File: config.mk
export PLATFORM = sky130hd
export DESIGN_NAME = uart_command_receiver
export DESIGN_NICKNAME = d
export VERILOG_FILES = /design/src/rtl/uart_command_receiver.sv
export SDC_FILE = /design/constraint.sdc
export NUM_CORES = 1
export LEC_CHECK = 0
export BUFFER_PORTS_ARGS = -buffer_cell sky130_fd_sc_hd__buf_2
export CAP_MARGIN = 10
export CORE_MARGIN = 8
export CORE_UTILIZATION = 37
export CTS_CLUSTER_SIZE = 24
export DETAILED_ROUTE_END_ITERATION = 10
export GPL_ROUTABILITY_DRIVEN = 1
export SLEW_MARGIN = 10
export SYNTH_ARGS = -nofsm -noshare
export SYNTH_HDL_FRONTEND = slang
export SYNTH_SLANG_ARGS = --single-unit
File: constraint.sdc
create_clock -name clk -period 2.7 [get_ports clk]
set_input_delay 0.405 -clock clk [delete_from_list [all_inputs] [get_ports clk]]
set_output_delay 0.405 -clock clk [all_outputs]
set_load 0.01 [all_outputs]
File: src/rtl/uart_command_receiver.sv
// rtl/uart_command_receiver.sv - 8N1 UART deserialiser plus two-byte ASCII drive-command parser
// Optional feature macro: UART_CMD_TIMEOUT_EN (letter-to-digit gap timeout in WAIT_MULT)

module uart_command_receiver #(
    parameter int CLK_FREQ       = 50_000_000,
    parameter int BAUD           = 115_200,
    parameter int TIMEOUT_CYCLES = 500_000
) (
    input  logic       clk,
    input  logic       reset,
    input  logic       uart_in,
    output logic [2:0] drive_command,
    output logic [2:0] multiplier,
    output logic       cmd_valid,
    output logic [7:0] rx_byte,
    output logic       rx_byte_valid,
    output logic       frame_error,
    output logic       cmd_error,
    output logic       busy
);

    localparam int CLKS_PER_BIT = CLK_FREQ / BAUD;
    localparam int HALF_BIT     = CLKS_PER_BIT / 2;
    localparam int CW           = $clog2(CLKS_PER_BIT + 1);

    // Reject configurations where the half-bit sample point collapses or the timeout is empty
    if (CLKS_PER_BIT < 4 || TIMEOUT_CYCLES < 1) begin : g_param_check
        $error("uart_command_receiver: CLKS_PER_BIT must be >= 4 and TIMEOUT_CYCLES >= 1");
    end

    typedef enum logic [2:0] {
        RX_IDLE,
        RX_START,
        RX_DATA,
        RX_STOP,
        RX_BREAK
    } rx_state_t;

    typedef enum logic {
        P_WAIT_CMD,
        P_WAIT_MULT
    } p_state_t;

    logic       sync1, sync2, line_d, armed;
    logic [1:0] settle;
    logic       fall_edge;

    rx_state_t     rx_state, rx_next;
    logic [CW-1:0] cnt, cnt_next;
    logic [2:0]    bit_idx, bit_next;
    logic [7:0]    shreg, sh_next;
    logic          byte_load, fe_set;

    p_state_t   p_state, p_next;
    logic [2:0] pending, pend_next;
    logic       cmd_load, err_set;
    logic       letter_ok, digit_ok;
    logic [2:0] letter_code, digit_val;

    // Synchroniser and edge detector; edges are ignored until the synced line has been seen high
    // after reset, so a line held low across reset cannot fake a start bit
    always_ff @(posedge clk) begin
        if (reset) begin
            sync1  <= 1'b1;
            sync2  <= 1'b1;
            line_d <= 1'b1;
            armed  <= 1'b0;
            settle <= 2'd0;
        end else begin
            sync1  <= uart_in;
            sync2  <= sync1;
            line_d <= sync2;
            if (settle != 2'd2) begin
                settle <= settle + 2'd1;
            end
            if (settle == 2'd2 && sync2) begin
                armed <= 1'b1;
            end
        end
    end

    assign fall_edge = armed & line_d & ~sync2;
    assign busy      = (rx_state != RX_IDLE);

    // Deserialiser state, bit timing counter, shift register and byte/error strobes
    always_ff @(posedge clk) begin
        if (reset) begin
            rx_state      <= RX_IDLE;
            cnt           <= '0;
            bit_idx       <= 3'd0;
            shreg         <= 8'h00;
            rx_byte       <= 8'h00;
            rx_byte_valid <= 1'b0;
            frame_error   <= 1'b0;
        end else begin
            rx_state      <= rx_next;
            cnt           <= cnt_next;
            bit_idx       <= bit_next;
            shreg         <= sh_next;
            rx_byte_valid <= byte_load;
            frame_error   <= fe_set;
            if (byte_load) begin
                rx_byte <= shreg;
            end
        end
    end

    // Deserialiser next state: sample mid-bit; IDLE is re-entered at mid-stop-bit for back-to-back frames
    always_comb begin
        rx_next   = rx_state;
        cnt_next  = cnt + CW'(1);
        bit_next  = bit_idx;
        sh_next   = shreg;
        byte_load = 1'b0;
        fe_set    = 1'b0;
        case (rx_state)
            RX_IDLE: begin
                cnt_next = '0;
                if (fall_edge) begin
                    rx_next = RX_START;
                end
            end
            RX_START: begin
                if (cnt == CW'(HALF_BIT - 1)) begin
                    cnt_next = '0;
                    bit_next = 3'd0;
                    rx_next  = sync2 ? RX_IDLE : RX_DATA;
                end
            end
            RX_DATA: begin
                if (cnt == CW'(CLKS_PER_BIT - 1)) begin
                    cnt_next = '0;
                    sh_next  = {sync2, shreg[7:1]};
                    bit_next = bit_idx + 3'd1;
                    if (bit_idx == 3'd7) begin
                        rx_next = RX_STOP;
                    end
                end
            end
            RX_STOP: begin
                if (cnt == CW'(CLKS_PER_BIT - 1)) begin
                    cnt_next = '0;
                    if (sync2) begin
                        byte_load = 1'b1;
                        rx_next   = RX_IDLE;
                    end else begin
                        fe_set  = 1'b1;
                        rx_next = RX_BREAK;
                    end
                end
            end
            RX_BREAK: begin
                cnt_next = '0;
                if (sync2) begin
                    rx_next = RX_IDLE;
                end
            end
            default: begin
                rx_next  = RX_IDLE;
                cnt_next = '0;
            end
        endcase
    end

    // Decode the received byte as a direction letter or a multiplier digit
    always_comb begin
        letter_ok   = 1'b1;
        letter_code = 3'd0;
        case (rx_byte)
            8'h53:   letter_code = 3'd0;
            8'h46:   letter_code = 3'd1;
            8'h42:   letter_code = 3'd2;
            8'h4C:   letter_code = 3'd3;
            8'h52:   letter_code = 3'd4;
            default: letter_ok   = 1'b0;
        endcase
    end

    assign digit_ok  = (rx_byte[7:3] == 5'b00110);
    assign digit_val = rx_byte[2:0];

`ifdef UART_CMD_TIMEOUT_EN
    localparam int TW = $clog2(TIMEOUT_CYCLES + 1);
    logic [TW-1:0] tmo_cnt;
    logic          tmo_hit;

    // Gap counter: zero on entry to WAIT_MULT and whenever a replacement letter arrives
    always_ff @(posedge clk) begin
        if (reset) begin
            tmo_cnt <= '0;
        end else if (p_state != P_WAIT_MULT || (rx_byte_valid && letter_ok)) begin
            tmo_cnt <= '0;
        end else begin
            tmo_cnt <= tmo_cnt + TW'(1);
        end
    end

    assign tmo_hit = (p_state == P_WAIT_MULT) && (tmo_cnt == TW'(TIMEOUT_CYCLES - 1));
`endif

    // Parser state, pending letter and registered command outputs/strobes
    always_ff @(posedge clk) begin
        if (reset) begin
            p_state       <= P_WAIT_CMD;
            pending       <= 3'd0;
            drive_command <= 3'd0;
            multiplier    <= 3'd0;
            cmd_valid     <= 1'b0;
            cmd_error     <= 1'b0;
        end else begin
            p_state   <= p_next;
            pending   <= pend_next;
            cmd_valid <= cmd_load;
            cmd_error <= err_set;
            if (cmd_load) begin
                drive_command <= pending;
                multiplier    <= digit_val;
            end
        end
    end

    // Parser next state: a framing error silently abandons any pending letter; a byte beats a timeout
    always_comb begin
        p_next    = p_state;
        pend_next = pending;
        cmd_load  = 1'b0;
        err_set   = 1'b0;
        if (frame_error) begin
            p_next = P_WAIT_CMD;
        end else if (rx_byte_valid) begin
            case (p_state)
                P_WAIT_CMD: begin
                    if (letter_ok) begin
                        pend_next = letter_code;
                        p_next    = P_WAIT_MULT;
                    end else begin
                        err_set = 1'b1;
                    end
                end
                P_WAIT_MULT: begin
                    if (digit_ok) begin
                        cmd_load = 1'b1;
                        p_next   = P_WAIT_CMD;
                    end else if (letter_ok) begin
                        err_set   = 1'b1;
                        pend_next = letter_code;
                    end else begin
                        err_set = 1'b1;
                        p_next  = P_WAIT_CMD;
                    end
                end
                default: p_next = P_WAIT_CMD;
            endcase
        end
`ifdef UART_CMD_TIMEOUT_EN
        else if (tmo_hit) begin
            err_set = 1'b1;
            p_next  = P_WAIT_CMD;
        end
`endif
    end

endmodule
# ---- Word level (Yosys, flattened, before mapping)
# Cells that the tools add are included.
dict set report totals {
  register_bits 51
  in_bits 3
  output_inout_bits 19
  wordCells 98
}
dict set report op_classes {
  add_sub_neg 3
  n_eq_ne 22
  muxes 34
  bitwise 8
  reduce_logical 13
}
# operator n
set op_table {}
lappend op_table {{$eq A8 B7 Y1 const B} 5}
lappend op_table {{$mux W3} 11}
lappend op_table {{$mux W9} 2}
lappend op_table {{$pmux W9 S2} 1}
lappend op_table {{$ne A2 B2 Y1 const B} 8}
lappend op_table {{$pmux W3 S5} 1}
lappend op_table {{$mux W1} 13}
lappend op_table {{$pmux W3 S2} 2}
lappend op_table {{$pmux W3 S4} 1}
lappend op_table {{$add A9 B1 Y9 const B} 1}
lappend op_table {{$eq A9 B8 Y1 const B} 1}
lappend op_table {{$eq A9 B9 Y1 const B} 1}
lappend op_table {{$eq A3 B2 Y1 const B} 2}
lappend op_table {{$eq A3 B3 Y1 const B} 2}
lappend op_table {{$not A1 Y1} 6}
lappend op_table {{$reduce_and A3 Y1} 2}
lappend op_table {{$reduce_and A6 Y1} 1}
lappend op_table {{$reduce_or A3 Y1} 2}
lappend op_table {{$eq A5 B3 Y1 const B} 1}
lappend op_table {{$reduce_or A5 Y1} 1}
lappend op_table {{$pmux W1 S2} 2}
lappend op_table {{$reduce_or A2 Y1} 2}
lappend op_table {{$add A3 B1 Y3 const B} 1}
lappend op_table {{$eq A3 B1 Y1 const B} 1}
lappend op_table {{9 further kinds} 10}

# ---- Longest topological paths before layout
# Gate-level depths: netlist (run 1).
dict set report logic_depth {
  ltp_word 6
  mapped_depth 8
  mapped_depth_nobuf 6
}

# ---- Worst setup path after synthesis (run 1)
# OpenSTA, ideal clock, no wires.
dict set report synth_path {
  path_type {reg2reg}
  startpoint {register cnt[0]}
  endpoint {register bit_idx[1]}
  setup_ns 0.071
  t_arrival_ns 1.840
  t_required_ns 2.629
  slack_ns 0.789
  path_stages_with_launch 7
  n_path_buf 1
  period_less_slack_ns 1.911
  cell_sequence {dfxtp_1 -> ha_1 -> nand4b_4 -> or4_1 -> clkbuf_1 -> or4_1 -> a21oi_1}
}
dict set report synth_between {
  elab_chain_cells 3
  word_cells_on_any_way 5
  cone_classes {eq/ne (4); reduce/logical (1)}
}
# item line_no
set synth_rtl {}
lappend synth_rtl {{from (decl)} 49} ;# logic [CW-1:0] cnt, cnt_next;
lappend synth_rtl {{from (signal assigned)} 97} ;# cnt <= cnt_next;
lappend synth_rtl {{$eq A9 B9 Y1 or $eq A9 B8 Y1 (tied branches)} {131, 124}}
lappend synth_rtl {{$ne A2 B2 Y1 (no source line)} -}
lappend synth_rtl {{$reduce_and A3 Y1 (no source line) (*)} -}
lappend synth_rtl {{to (signal assigned)} 98} ;# bit_idx <= bit_next;
lappend synth_rtl {{to (decl)} 50} ;# logic [2:0] bit_idx, bit_next;
# Every way passes the cells marked *; elsewhere a longest branch is shown, timed or not.
# A chain may end at the register's enable or synchronous reset.

# ---- Final worst setup path (run 1)
# Ends and elaborated chain as after synthesis.

==> results.ini, run 1 <==
[global_routing]
first_pass_grt_wire_length_um = 7170
grt_max_degree = 46
global_route.usage.total = 0.0999
first_global_vias = 1541
grt_overflow = 0
grt_antenna_before_repair = 0

[worst_setup_path]
crit_path_end_kind = flop
cell_type_of_the_slowest_stage_on_the_worst_timing_path = or4_1
cpLargestDelayFamily = simple AND/OR/NAND/NOR gates
worst_ep_arrival_time_ns = 2.33
dominant_cell_type_by_count_on_the_critical_path = or4_1
regToRegSetupSlack_ns = 0.59
setup.worst_path.class = flop to flop
worstRegToRegCells = 5
reg2reg_capture_point = bit_idx[1]
critical_path.cell_chain = ha_1, nand4b_4, or4_1, or4_1, a21oi_1
startpoint_type = flop
worst-path-max-fanout = 8
r2r_start = cnt[0]
cpPeakStageDelay_ns = 0.68
path_buf_inv = 0
required_ns = 2.92

[route]
topRoutingLayerUsed = met4
drc_errors = 0
met1Wirelength_um = 2020
detailroute.via_count = 1639
detail_route.first_pass.iterations = 4
wl_met2_um = 1850
met3_wirelength_um = 167
finalWirelength_um = 4090
drt_iter0_drc = 65
routed_wire_length_per_instance_um = 12.3
drt.antenna.violating_nets = 0
vias_per_cell = 4.92

[yosys]
synth_enable_flop_cells = 0
synth_commonest_cells = dfxtp_1 (51), nor2_1 (48), mux2i_1 (24)
ys_types = 41
ys_seq_area_frac = 0.460
async_sr_flop_fraction = 0
synth.largest_area_cell = dfxtp_1
synth_most_common_cell = dfxtp_1
commonest_register_cell_after_synthesis = dfxtp_1
postSynthRegisterBits = 51
synthTopCellsByArea = dfxtp_1 (46%), mux2i_1 (11%), nor2_1 (8.1%), ha_1 (3.4%), a21oi_1 (2.3%)
mappedNetlistArea_um2 = 2220
post-synth-top-area-fraction = 0.460
syn_avg_cell_area_um2 = 9.35
synthesis.yosys.warnings = 0
cell_count_after_synthesis = 237
syn_nets = 246

[floorplanning]
coreArea_um2 = 5850
ioPinCount = 22
floorplan.initialDensity = 0.379
die_height_um = 93.4
die-width_um = 93.4
die_area_um2 = 8730
floorplan.rows = 28

[clocking]
clockBufferDepth = 2
cts_setup_buffers = 0
cts_hold_buffers = 0
clock_latency_ns = 0.29
tritoncts.num_buffers = 5
cts.reportedPaths.clkPinSlew_ns = 0.08
cts_tree = yes
tritoncts_sink_count = 51
cts.htree.levels = 2
post_cts_resized = 0
clk_root_buffer_cell = clkbuf_8

[power]
cellPowerDensity_nw_per_um2 = 561
net_switching_component_of_the_power_mw = 0.330
seqPwrFrac = 0.573
post-layout-total-power_mw = 1.40
clock_power_share = 0.335
static-leakage-power_nw = 1.05
switching_share = 0.236
ir_drop_uv = 344
power_report.internal_total_mw = 1.07
power.combinational.fraction = 0.091

[placement]
io_buffer_count = 21
place.detailed.hpwl_um = 2910
placement.cell_area_um2 = 2400
gp_congestion = 0.780
pre_cts_ws_ns = 0.603

[worst_hold_path]
hold_path_startpoint = uart_in
hold_class = input pin to flop
min_delay_path_depth = 2
min_to = sync1

[finish]
layout.nets = 266
layout.cell_area.non_filler_um2 = 2500
filler_cell_count = 590
ff_latch_area_um2 = 1020
antenna-diode-count = 0
syn_to_final_growth_pct = 12.8
multi_input_gate_area_um2 = 1140
layout-drive-gt1-share = 0.155
utilization = 0.428

[timing]
timing.final.max_slew_violations = 0
fmaxAchievable_mhz = 473
clock-skew-final_ns = 0.00703
finalCriticalPeriod_ns = 2.11
setup_tns_ns = 0
slew_headroom = 0.489
fin_crit_sh = 0.783
max_slew.worst_pin.slew_ns = 0.767
final_worst_path_setup_slack_ns = 0.586
grt_setup_unrepaired = false
final_hold_viol_count = 0
final_report_setup_violation_count = 0

[run_status]
outcome = finished, final reports clean

[job]
timing.max_cap.violations = 0

## sequential cells by signal, indices dropped and copies added (netlist names)
| name | count |
|---|---|
| pending | 3 |
| frame_error | 1 |
| rx_byte_valid | 1 |
| cnt | 9 |
| cmd_error | 1 |
| cmd_valid | 1 |
| rx_state | 3 |
| shreg | 8 |
| p_state | 1 |
| bit_idx | 3 |
| sync1 | 1 |
| line_d | 1 |
| settle | 2 |
| multiplier | 3 |
| drive_command | 3 |
| rx_byte | 8 |
| sync2 | 1 |
| armed | 1 |
## power by group through the flow
stage	logic, mW	clock network (mW)	registers (mW)
after floorplan	0.118	0	0.807
after global placement	0.127	0	0.821
after detailed placement	0.129	0	0.821
after CTS	0.130	0.494	0.804
after global routing	0.149	0.524	0.809
final	0.128	0.470	0.804
## layer usage
layer,track usage,vias up
met5,0,-
met4,0.0443,0
met3,0.0240,2
met2,0.157,28
met1,0.126,757
li1,-,852
## worst max-delay path by stage
stage | startpoint | endpoint | slack, ns | depth (start not counted)
6_report | cnt[0] | bit_idx[1] | 0.59 | 5
5_1_grt | cnt[0] | bit_idx[1] | 0.43 | 5
4_1_cts | cnt[0] | bit_idx[1] | 0.58 | 5
3_5_place_dp | cnt[0] | bit_idx[2] | 0.60 | 5
3_3_place_gp | cnt[0] | bit_idx[2] | 0.65 | 5
2_1_floorplan | cnt[0] | bit_idx[1] | 0.79 | 6
## through the flow
stage | instances | hold slack, ns
final | 333 | 0.295
after global routing | 333 | 0.284
after CTS | 333 | 0.280
after detailed placement | 325 | 0.398
after global placement | 325 | 0.396
after floorplan | 237 | 0.389
## cells in the final DEF, fill, tap and decap left out, types with 4 or more instances in the layout
cell,instances
dfxtp_1,51
nor2_1,48
mux2i_1,24
buf_2,21
a21oi_1,10
nand3_1,9
inv_1,7
nand2_1,7
clkbuf_8,7
nand2b_1,6
ha_1,6
xnor2_1,5
nor2b_1,5
o21ai_0,5
or3_1,4
xor2_1,4
or4_1,4
or2_2,4
## layout make-up
class                      instances  area share
sequential                        51       0.408
inverter                           7      0.0105
multi-input combinational        169       0.454
clock inverter                     1     0.00300
timing repair buffer              23      0.0480
clock buffer                       7      0.0385
tap                               75      0.0375
## logic make-up (layout without fill, tap and decap cells)
group / after synthesis / after routing / synth area share
simple gates: 105 / 105 / 0.260
buf+inv: 17 / 38 / 0.0299
compound gates: 25 / 25 / 0.0717
fa+ha+maj: 6 / 6 / 0.0339
xor+xnor: 9 / 9 / 0.0356
mux: 24 / 24 / 0.108
flops: 51 / 51 / 0.460
Note: power is estimated with default switching activity, not from simulation.
==> run 2: changes to the inputs <==
- ABC_AREA: unset -> 1
- clock period: 2.7 -> 1.9 ns (I/O delays scaled with it)
==> run 2 against run 1 <==
First-iteration DRC count rose by 18%; final area increased by 6.1%; clock skew grew 0.00085 ns; worst setup slack got worse by 0.24 ns; critical path depth is 3 higher; combinational power grew to 5.2 times the previous value; critical path type unchanged; largest cell class unchanged; highest routed layer unchanged.
==> results.ini, run 2 <==
[run_status]
outcome = finished, final reports clean  ; unchanged

[global_routing]
global_route.usage.total = 0.104  ; was 0.0999
grt_max_degree = 27  ; was 46
grt_antenna_before_repair = 0  ; unchanged
first_global_vias = 1741  ; was 1541
grt_overflow = 0  ; unchanged
first_pass_grt_wire_length_um = 7820  ; was 7170 um

[clocking]
cts_setup_buffers = 0  ; unchanged
clk_root_buffer_cell = clkbuf_8  ; unchanged
tritoncts_sink_count = 51  ; unchanged
cts_tree = yes  ; unchanged
tritoncts.num_buffers = 5  ; unchanged
cts_hold_buffers = 0  ; unchanged
clockBufferDepth = 2  ; unchanged
post_cts_resized = 0  ; unchanged
cts.reportedPaths.clkPinSlew_ns = 0.09  ; was 0.08 ns
cts.htree.levels = 2  ; unchanged
clock_latency_ns = 0.30  ; was 0.29 ns

[finish]
layout_commonest_cell = dfxtp_1  ; unchanged
max_flop_register = cnt  ; unchanged
antenna-diode-count = 0  ; unchanged
layout.cell_area.non_filler_um2 = 2650  ; was 2500 um^2
syn_to_final_growth_pct = 10.5  ; was 12.8%
reg.largest.list = cnt: 9 flops, rx_byte: 8 flops, shreg: 8 flops  ; unchanged
layout-drive-gt1-share = 0.188  ; was 0.155
commonest_cells_after_routing_fill_and_taps_aside = dfxtp_1 (51), nand2_1 (48), inv_1 (44), nor2_1 (41), a21oi_1 (25)  ; was dfxtp_1 (51), nor2_1 (48), mux2i_1 (24), buf_2 (21), a21oi_1 (10)
largest_reg_flops = 9  ; unchanged
filler_cell_count = 659  ; was 590
layout.nets = 338  ; was 266

[yosys]
postSynthRegisterBits = 51  ; unchanged
mappedNetlistArea_um2 = 2400  ; was 2220 um^2
commonest_register_cell_after_synthesis = dfxtp_1  ; unchanged
synthesis.yosys.warnings = 0  ; unchanged
synth.largest_area_cell = dfxtp_1  ; unchanged
synth_commonest_cells = dfxtp_1 (51), nand2_1 (48), inv_1 (44)  ; was dfxtp_1 (51), nor2_1 (48), mux2i_1 (24)
syn_avg_cell_area_um2 = 7.79  ; was 9.35 um^2
synth_most_common_cell = dfxtp_1  ; unchanged
synth_enable_flop_cells = 0  ; unchanged
syn_nets = 317  ; was 246
async_sr_flop_fraction = 0  ; unchanged
post-synth-top-area-fraction = 0.425  ; was 0.460
ys_seq_area_frac = 0.425  ; was 0.460
cell_count_after_synthesis = 308  ; was 237
synthTopCellsByArea = dfxtp_1 (43%), nand2_1 (7.5%), inv_1 (6.9%), nor2_1 (6.4%), a21oi_1 (5.2%)  ; was dfxtp_1 (46%), mux2i_1 (11%), nor2_1 (8.1%), ha_1 (3.4%), a21oi_1 (2.3%)
ys_types = 37  ; was 41

[timing]
final_hold_viol_count = 0  ; unchanged
max_slew.worst_pin.slew_ns = 0.488  ; was 0.767 ns
slew_headroom = 0.674  ; was 0.489
final_worst_path_setup_slack_ns = 0.349  ; was 0.586 ns
fmaxAchievable_mhz = 645  ; was 473 MHz
timing.final.max_slew_violations = 0  ; unchanged
final_report_setup_violation_count = 0  ; unchanged
setup_tns_ns = 0  ; unchanged
grt_setup_unrepaired = false  ; unchanged
clock-skew-final_ns = 0.00788  ; was 0.00703 ns
finalCriticalPeriod_ns = 1.55  ; was 2.11 ns
fin_crit_sh = 0.816  ; was 0.783

[floorplanning]
ioPinCount = 22  ; unchanged
floorplan.initialDensity = 0.380  ; was 0.379
coreArea_um2 = 6310  ; was 5850 um^2
die_height_um = 96.5  ; was 93.4 um
die_area_um2 = 9320  ; was 8730 um^2
floorplan.rows = 29  ; was 28
die-width_um = 96.5  ; was 93.4 um

[worst_setup_path]
startpoint_type = flop  ; unchanged
setup.worst_path.class = flop to flop  ; unchanged
crit_path_end_kind = flop  ; unchanged
critical_path.cell_chain = ha_1, nand2_1, nor2_4, nand2_4, nor2_8, o21ai_2, o21ai_0, nor2_1  ; was ha_1, nand4b_4, or4_1, or4_1, a21oi_1
cpPeakStageDelay_ns = 0.40  ; was 0.68 ns
cpLargestDelayFamily = simple AND/OR/NAND/NOR gates  ; unchanged
worst-path-max-fanout = 17  ; was 8
worst_ep_arrival_time_ns = 1.74  ; was 2.33 ns
cell_type_of_the_slowest_stage_on_the_worst_timing_path = dfxtp_1  ; was or4_1
path_buf_inv = 0  ; unchanged
required_ns = 2.09  ; was 2.92 ns

[power]
net_switching_component_of_the_power_mw = 0.864  ; was 0.330 mW
clock_power_share = 0.278  ; was 0.335
power_report.internal_total_mw = 1.76  ; was 1.07 mW
power.combinational.fraction = 0.252  ; was 0.091
post-layout-total-power_mw = 2.62  ; was 1.40 mW
seqPwrFrac = 0.470  ; was 0.573
static-leakage-power_nw = 1.16  ; was 1.05 nW
switching_share = 0.329  ; was 0.236
cellPowerDensity_nw_per_um2 = 989  ; was 561 nW/um^2
ir_drop_uv = 597  ; was 344 uV

[route]
vias_per_cell = 4.66  ; was 4.92
detail_route.first_pass.iterations = 4  ; unchanged
met3_wirelength_um = 140  ; was 167 um
drc_errors = 0  ; unchanged
drt.antenna.violating_nets = 0  ; unchanged
drt_iter0_drc = 77  ; was 65
topRoutingLayerUsed = met4  ; unchanged
met1Wirelength_um = 2340  ; was 2020 um
finalWirelength_um = 4580  ; was 4090 um
routed_wire_length_per_instance_um = 11.3  ; was 12.3 um
detailroute.via_count = 1890  ; was 1639
wl_met2_um = 2060  ; was 1850 um

[placement]
placement.cell_area_um2 = 2550  ; was 2400 um^2
place.detailed.hpwl_um = 3460  ; was 2910 um
io_buffer_count = 21  ; unchanged
pre_cts_ws_ns = 0.341  ; was 0.603 ns
gp_congestion = 0.807  ; was 0.780

[worst_hold_path]
hold_class = input pin to flop  ; unchanged

[job]
timing.max_cap.violations = 0  ; unchanged

==> run 2: power by group through the flow <==
stage / sequential, mW / clock, mW / combinational [mW]
2_1_floorplan: 1.24 / 0 / 0.537
3_3_place_gp: 1.26 / 0 / 0.658
3_5_place_dp: 1.26 / 0 / 0.672
4_1_cts: 1.24 / 0.761 / 0.673
5_1_grt: 1.25 / 0.799 / 0.772
6_report: 1.23 / 0.730 / 0.660
==> run 2: per-layer routing <==
layer | GRT usage | vias to the layer above
met5 | 0 | -
met3 | 0.0240 | 2
met4 | 0.0340 | 0
li1 | - | 1022
met2 | 0.161 | 19
met1 | 0.140 | 847
==> run 2: logic make-up after synthesis <==
group,Yosys count,synth area share
buffers and inverters,57,0.103
flip-flops,51,0.425
adder cells (fa/ha/maj),6,0.0313
AO/OA/AOI/OAI,54,0.128
AND/OR/NAND/NOR,135,0.294
XOR/XNOR,5,0.0183
==> run 2: worst paths after layout <==
path | start | endpoint | slack, ns | cells past startpoint
setup / recovery | cnt[0] | bit_idx[1] | 0.35 | 8
hold / removal | uart_in | sync1 | 0.17 | 2
setup reg to reg | cnt[0] | bit_idx[1] | 0.35 | 8
hold reg to reg | sync1 | sync2 | 0.43 | 1
==> run 2: per-stage QoR <==
step / utilization / cells / hold slack (ns)
2_1_floorplan: - / 308 / 0.389
3_3_place_gp: 0.403 / 399 / 0.399
3_5_place_dp: 0.403 / 399 / 0.403
4_1_cts: 0.420 / 406 / 0.161
5_1_grt: 0.420 / 406 / 0.160
6_report: 0.420 / 406 / 0.173
==> run 2: area by class of cell <==
class                           instances  area, um^2  share of cell area
Multi-Input combinational cell        200        1130               0.427
Clock buffer                            5        68.8              0.0259
Clock inverter                          2        37.5              0.0142
Inverter                               49         184              0.0693
Sequential cell                        51        1020               0.385
Tap cell                               77        96.3              0.0363
Timing Repair Buffer                   22         113              0.0425
==> run 2: worst reg2reg max path, cell delays in order (launching register included) <==
cell     delay [ns]
dfxtp_1        0.40
ha_1           0.16
nand2_1        0.08
nor2_4         0.14
nand2_4        0.12
nor2_8         0.24
o21ai_2        0.11
o21ai_0        0.16
nor2_1         0.05
==> run 3: changes to the inputs <==
- clock period: 1.9 -> 1.41 ns (I/O delays scaled with it)
==> run 3 against run 2 <==
The run now ends with setup timing left; die area did not move; non-clock buffer count rose by 23; routed wire length rose by 17%; count of clock-buffer cells in the layout did not move; cell count rose by 6.4%; clock skew fell by 0.0011 ns; first-iteration DRC count fell by 10%; worst setup slack got worse by 0.36 ns; fmax rose by 8.8%; power rose by 51%.
==> results.ini, run 3 (synthesis results as in run 2) <==
[route]
detailroute.via_count = 2061  ; was 1890
drt_iter0_drc = 69  ; was 77
drt.antenna.violating_nets = 0  ; unchanged
finalWirelength_um = 5340  ; was 4580 um
vias_per_cell = 4.77  ; was 4.66
detail_route.first_pass.iterations = 4  ; unchanged
routed_wire_length_per_instance_um = 12.4  ; was 11.3 um
drc_errors = 0  ; unchanged

[timing]
fin_crit_sh = 1.01  ; was 0.816
final_report_setup_violation_count = 6  ; was 0
final_hold_viol_count = 0  ; unchanged
finalCriticalPeriod_ns = 1.43  ; was 1.55 ns
fmaxAchievable_mhz = 702  ; was 645 MHz
grt_setup_unrepaired = true  ; was false
max_slew.worst_pin.slew_ns = 0.312  ; was 0.488 ns
timing.final.max_slew_violations = 0  ; unchanged
slew_headroom = 0.792  ; was 0.674
final_worst_path_setup_slack_ns = -0.0153  ; was 0.349 ns
clock-skew-final_ns = 0.00682  ; was 0.00788 ns

[worst_setup_path]
cpPeakStageDelay_ns = 0.34  ; was 0.40 ns
critical_path.cell_chain = inv_4, ha_4, nand2_4, nor2_4, nand2_8, nor2_8, buf_12, o21ai_1, a21oi_1  ; was ha_1, nand2_1, nor2_4, nand2_4, nor2_8, o21ai_2, o21ai_0, nor2_1
startpoint_type = flop  ; unchanged
cell_type_of_the_slowest_stage_on_the_worst_timing_path = dfxtp_2  ; was dfxtp_1
required_ns = 1.66  ; was 2.09 ns
crit_path_end_kind = flop  ; unchanged
path_buf_inv = 2  ; was 0
cpLargestDelayFamily = simple AND/OR/NAND/NOR gates  ; unchanged
worst_ep_arrival_time_ns = 1.68  ; was 1.74 ns
worst-path-max-fanout = 8  ; was 17
setup.worst_path.class = flop to flop  ; unchanged

[clocking]
tritoncts.num_buffers = 5  ; unchanged
cts.htree.levels = 2  ; unchanged
tritoncts_sink_count = 51  ; unchanged
clockBufferDepth = 2  ; unchanged
cts_hold_buffers = 0  ; unchanged
clk_root_buffer_cell = clkbuf_8  ; unchanged
clock_latency_ns = 0.31  ; was 0.30 ns
cts_tree = yes  ; unchanged
cts.reportedPaths.clkPinSlew_ns = 0.10  ; was 0.09 ns

[floorplanning]
die_height_um = 96.5  ; unchanged
die-width_um = 96.5  ; unchanged
die_area_um2 = 9320  ; unchanged
floorplan.initialDensity = 0.380  ; unchanged
coreArea_um2 = 6310  ; unchanged
ioPinCount = 22  ; unchanged
floorplan.rows = 29  ; unchanged

[finish]
filler_cell_count = 638  ; was 659
syn_to_final_growth_pct = 27.4  ; was 10.5%
max_flop_register = cnt  ; unchanged
layout_commonest_cell = nand2_1  ; was dfxtp_1
utilization = 0.484  ; was 0.420
layout.nets = 363  ; was 338
commonest_cells_after_routing_fill_and_taps_aside = nand2_1 (44), inv_1 (42), dfxtp_1 (42), nor2_1 (36)  ; was dfxtp_1 (51), nand2_1 (48), inv_1 (44), nor2_1 (41), a21oi_1 (25)
reg.largest.list = cnt: 9 flops, rx_byte: 8 flops, shreg: 8 flops  ; unchanged
antenna-diode-count = 0  ; unchanged
largest_reg_flops = 9  ; unchanged
layout-drive-gt1-share = 0.358  ; was 0.188

[global_routing]
global_route.usage.total = 0.114  ; was 0.104
grt_antenna_before_repair = 0  ; unchanged
grt_max_degree = 24  ; was 27
grt_overflow = 0  ; unchanged
first_pass_grt_wire_length_um = 8480  ; was 7820 um
first_global_vias = 1866  ; was 1741

[placement]
gp_congestion = 0.839  ; was 0.807
pre_cts_ws_ns = -0.0340  ; was 0.341 ns
place.detailed.hpwl_um = 3580  ; was 3460 um
io_buffer_count = 21  ; unchanged

[run_status]
violations = setup timing
outcome = finished, violations left  ; was finished, final reports clean

[power]
power.combinational.fraction = 0.305  ; was 0.252
power_report.internal_total_mw = 2.56  ; was 1.76 mW
ir_drop_uv = 682  ; was 597 uV
switching_share = 0.354  ; was 0.329
clock_power_share = 0.268  ; was 0.278
seqPwrFrac = 0.427  ; was 0.470
net_switching_component_of_the_power_mw = 1.40  ; was 0.864 mW
cellPowerDensity_nw_per_um2 = 1290  ; was 989 nW/um^2
static-leakage-power_nw = 1.32  ; was 1.16 nW

[worst_hold_path]
hold_class = input pin to flop  ; unchanged

[job]
timing.max_cap.violations = 0  ; unchanged

==> run 3: cell types whose count changed in the layout (fill, tap and decap cells not counted), moves of 5 or more <==
cell | before | now
buf_4 | 1 | 21
dfxtp_1 | 51 | 42
dfxtp_2 | 0 | 8
nor2_1 | 41 | 36
nor2_2 | 2 | 7
o21ai_0 | 17 | 5
o21ai_1 | 1 | 6
o21ai_2 | 5 | 11
==> run 3: final timing paths <==
check | startpoint | endpoint | slack (ns) | depth (start not counted)
hold / removal | uart_in | sync1 | 0.08 | 2
setup reg to reg | cnt[1] | shreg[3] | -0.02 | 9
setup / recovery | cnt[1] | shreg[3] | -0.02 | 9
hold reg to reg | sync1 | sync2 | 0.42 | 1
==> run 3: what timing repair did <==
| item | CTS | global route |
|---|---|---|
| gates resized for setup | 14 | 52 |
| pin swaps | 4 | 14 |
| setup endpoints to repair | 26 | 41 |
| setup buffers | 1 | 5 |
| gates cloned | 2 | 1 |
==> run 3: stage by stage <==
stage / std cells / TNS [ns] / cell area, um^2 / total power, mW / hold slack [ns]
floorplan: 308 / 0 / 2400 / 2.40 / 0.315
detailed placement: 416 / -0.183 / 2690 / 2.65 / 0.396
global route: 432 / -1.51 / 3060 / 4.18 / 0.0707
CTS: 427 / 0 / 2890 / 3.80 / 0.0707
global placement: 416 / -0.0101 / 2690 / 2.62 / 0.394
finish: 432 / -0.0473 / 3060 / 3.96 / 0.0756
==> run 3: metal layers <==
layer / routed length [um] / vias up / GRT usage
met5: 0 / - / 0
met1: 2570 / 945 / 0.147
met4: 71 / 0 / 0.0429
met3: 192 / 6 / 0.0301
li1: - / 1083 / -
met2: 2500 / 27 / 0.179
==> run 3: power by group through the flow <==
stage,Sequential (mW),Combinational (mW),Clock [mW]
global route,1.71,1.33,1.15
floorplan,1.68,0.723,0
CTS,1.67,1.04,1.09
global placement,1.70,0.927,0
detailed placement,1.70,0.953,0
finish,1.69,1.21,1.06
==> run 3: layout make-up <==
cell class                      count  area [um^2]  share of cell area
Clock buffer                        5         68.8              0.0225
Clock inverter                      3         47.5              0.0155
Inverter                           49          190              0.0622
Multi-Input combinational cell    202         1320               0.430
Sequential cell                    51         1030               0.338
Tap cell                           77         96.3              0.0315
Timing Repair Buffer               45          305              0.0998
